==> config.mk <==
export PLATFORM = sky130hd
export DESIGN_NAME = data_mem
export DESIGN_NICKNAME = d
export VERILOG_FILES = /design/src/rtl/data_mem.sv
export SDC_FILE = /design/constraint.sdc
export NUM_CORES = 2
export LEC_CHECK = 0
export CORE_MARGIN = 2
export CORE_UTILIZATION = 45
export CTS_BUF_LIST = sky130_fd_sc_hd__clkbuf_4
export CTS_CLUSTER_DIAMETER = 200
export DETAILED_ROUTE_END_ITERATION = 10
export GPL_ROUTABILITY_DRIVEN = 0
export PLACE_DENSITY = 0.67
export SETUP_SLACK_MARGIN = 0.4
export SLEW_MARGIN = 0
export SYNTH_ARGS = -nofsm -noshare
export SYNTH_HDL_FRONTEND = slang
export SYNTH_SLANG_ARGS = --single-unit
==> constraint.sdc <==
create_clock -name CLK -period 9.56 [get_ports CLK]
set_input_delay 2.39 -clock CLK [delete_from_list [all_inputs] [get_ports CLK]]
set_output_delay 2.39 -clock CLK [all_outputs]
set_load 0.02 [all_outputs]
==> src/rtl/data_mem.sv <==
// Byte-wide single-port data memory with combinational read and clocked write.
// Optional feature: define DATA_MEM_RESET_CLEAR_EN to clear every location on reset.
module data_mem #(
  parameter int W = 8,
  parameter int A = 8
) (
  input  logic         CLK,
  input  logic         reset,
  input  logic [A-1:0] DataAddress,
  input  logic         ReadMem,
  input  logic         WriteMem,
  input  logic [W-1:0] DataIn,
  output logic [W-1:0] DataOut
);

  localparam int Depth = 1 << A;

  logic [W-1:0] mem [Depth];

  // Reset outranks the store; an X on WriteMem takes the else path, so no write occurs.
  always_ff @(posedge CLK) begin
    if (reset) begin
`ifdef DATA_MEM_RESET_CLEAR_EN
      for (int i = 0; i < Depth; i++) begin
        mem[i] <= '0;
      end
`endif
    end else if (WriteMem) begin
      mem[DataAddress] <= DataIn;
    end
  end

  // Unregistered read port, forced to zero whenever the load is not enabled.
  assign DataOut = ReadMem ? mem[DataAddress] : '0;

endmodule

==> metrics <==
post_cts resized=1; Min Hold Slack=1.527 ns; CP Launch Type=input port; Max Root-Sink Buffers=4; Synth Register Bits=2048; sequential cell area=61500 sq um; synth top area cells=edfxtp_1 (77%), mux4_2 (11%), mux2i_1 (3.2%); Remaining DRCs=0; Worst-path clk slew=0.06 ns; initial antenna violation count=8; max reg flops=2048; number of global-route vias before repair=41910; Max stage delay on crit path=0.76 ns; Worst path slowest cell=a211oi_1; min cycle time layout=9.131 ns; starting density of the core=45.40%; drt total wl=197100 um; CTS Hold Bufs=0; Synth Cell Area=80220 sq um; global-route wire length before repair=285300 um; Port Buffer Count=27; max-cap violations=0; # clock sinks=2048; Total GRT Usage=21.71%; worst path required time=7.17 ns; Power Density=201.4 nW/um^2; Die H=426.2 um; top flop regs=mem x2048; die area=181700 sq um; vias per inst=5.926; Vias=41848; Worst EP arrival=6.74 ns; CTS root buf=clkbuf_4; Area growth, synth to finish=11.44%; CP top delay family=buffers and inverters; critical path class=input port to output pin; remaining global-route overflow=0; IO Count=28; synth warn=0; most used cell along the critical path=buf_4; Reg with most FFs=mem; number of CTS-inserted buffers=532; Synth top area share=76.66%; Mapped Avg Cell Area=20.31 sq um; Total Power=18.00 mW; Cells after Synth=3950; f_max=109.5 MHz; Post-synth EDFFs=2048; core area=176700 sq um; WP buf/inv=6; layout cells sized above 1=29.79%; post-synth top area cell=edfxtp_1; Fill cells=13952; DRT Pass-1 Iters=6; Yosys cell types=57; Top FF cell, synth=edfxtp_1; Sum Neg Setup Slack=0 ns; worst min path class=input port to flip-flop; RSZ-0062 raised after global routing=no; Rel. slew slack=6.340%; final hold violations=0; pin count of the biggest net entering global routing=168; Syn Nets=3970; crit end category=output pin; Final Setup Violations=0; Seq/Total Area, Yosys=76.66%; ANT nets after route=0; Worst Path Max Fanout=58; ys async rst share=0%; final net count=4408; H-tree levels=6; DR WL/cell=27.91 um; Tcrit/Tclk final=95.51%; Peak VDD IR=0.1482 mV; clock tree from TritonCTS=done; Std-Cell Rows=154; Setup Fix Bufs, Post-CTS=0; DRT iter0 DRCs=5244; CP Cell Sequence=buf_8, buf_12, buf_4, buf_4, mux4_2, o221ai_1, a211oi_1, o41ai_1, a221oi_1, buf_4, clkdlybuf4s50_1; Worst-Margin Slew=1.405 ns; Die X=426.2 um; run status=finished clean; Multi-input gate area=17240 sq um; Pins Over Slew Limit=0; DPL Wire Length=115300 um; LEAKAGE=28.50 nW
[cells in the final DEF, fill, tap and decap left out, types with 10 or more instances in the layout]
cell / netlist / layout
nand2_2: 1 / 11
o211ai_1: 14 / 14
mux4_2: 395 / 395
nand4_1: 30 / 30
nand2_1: 141 / 131
nor4_1: 15 / 15
o221ai_1: 24 / 24
buf_8: 7 / 10
nor2b_1: 37 / 33
a31oi_1: 16 / 16
or3_1: 15 / 15
a221oi_1: 28 / 28
nor3_1: 13 / 13
nand2b_1: 11 / 10
a211oi_1: 41 / 40
buf_4: 42 / 101
buf_12: 1 / 18
o21ai_0: 31 / 31
clkinv_1: 0 / 66
clkdlybuf4s50_1: 0 / 13
nor2_1: 306 / 304
a22oi_1: 49 / 49
a21oi_1: 27 / 27
nand3_1: 45 / 45
mux2i_1: 255 / 255
o22ai_1: 51 / 51
edfxtp_1: 2048 / 2048
inv_2: 0 / 20
mux2_2: 57 / 57
clkbuf_4: 1 / 758
[Yosys cell counts, drive strengths merged, types with 2 or more instances]
master      n
o41ai       7
o22ai      51
and3        2
a32oi       8
mux2i     255
o221ai     24
a221oi     29
nor2b      37
clkbuf     83
a31oi      16
a211oi     42
a22oi      49
mux4      395
nor2      308
edfxtp   2048
buf       158
a21oi      27
o21ai      33
a2111oi     8
nor3       13
a22o        2
and2        4
o211ai     14
nand3      45
mux2       57
or3        15
nand4b      7
nand2     142
nor4       15
nand4      30
or2         4
nand2b     11
[final timing paths]
path	start	to	slack (ns)	depth (start not counted)
worst max-delay path	DataAddress[1]	DataOut[2]	0.43	11
worst min-delay path	DataIn[7]	mem[118][7]	1.53	1
[through the flow]
step,util (%),setup slack (ns),area [sq um],cells
after CTS,50.58,0.4300,89370,7053
final,50.60,0.4293,89400,7062
after detailed placement,47.02,0.3071,83080,6194
after floorplan,-,2.757,80220,3950
after global placement,47.02,0.3344,83080,6194
after global routing,50.59,0.4317,89400,7060
[final cells by class]
type                    count  area share (%)
diodes                      9         0.02519
clock buffers             758           6.365
clock inverters           101          0.6690
inverters                   1        0.006998
multi-input cells        1660           19.28
flip-flops and latches   2048           68.79
well taps                2340           3.275
repair buffers            145           1.591
[report_power, final]
part | internal (mW) | leakage [nW] | switching, mW
registers | 9.89 | 18.4 | 0.00224
clock network | 3.83 | 3.82 | 3.37
logic | 0.307 | 6.28 | 0.604
[routing by layer]
metal / wire, um / GRT usage [%] / vias up
met3: 18380 / 5.417 / 422
met4: 6939 / 8.840 / 4
met5: 26 / 0 / -
li1: - / - / 17533
met2: 93390 / 33.58 / 2332
met1: 78360 / 29.66 / 21557
[cell families (layout without fill, tap and decap cells)]
group	after synthesis	after routing	synth area share, %
AOI/OAI and AO/OA	318	318	2.839
buffers and inverters	242	1005	1.939
DFF	2048	2048	76.66
muxes	707	707	15.07
other	0	9	0
and+or+nand+nor	635	635	3.494
No activity file was read; power rests on OpenSTA's default activity.
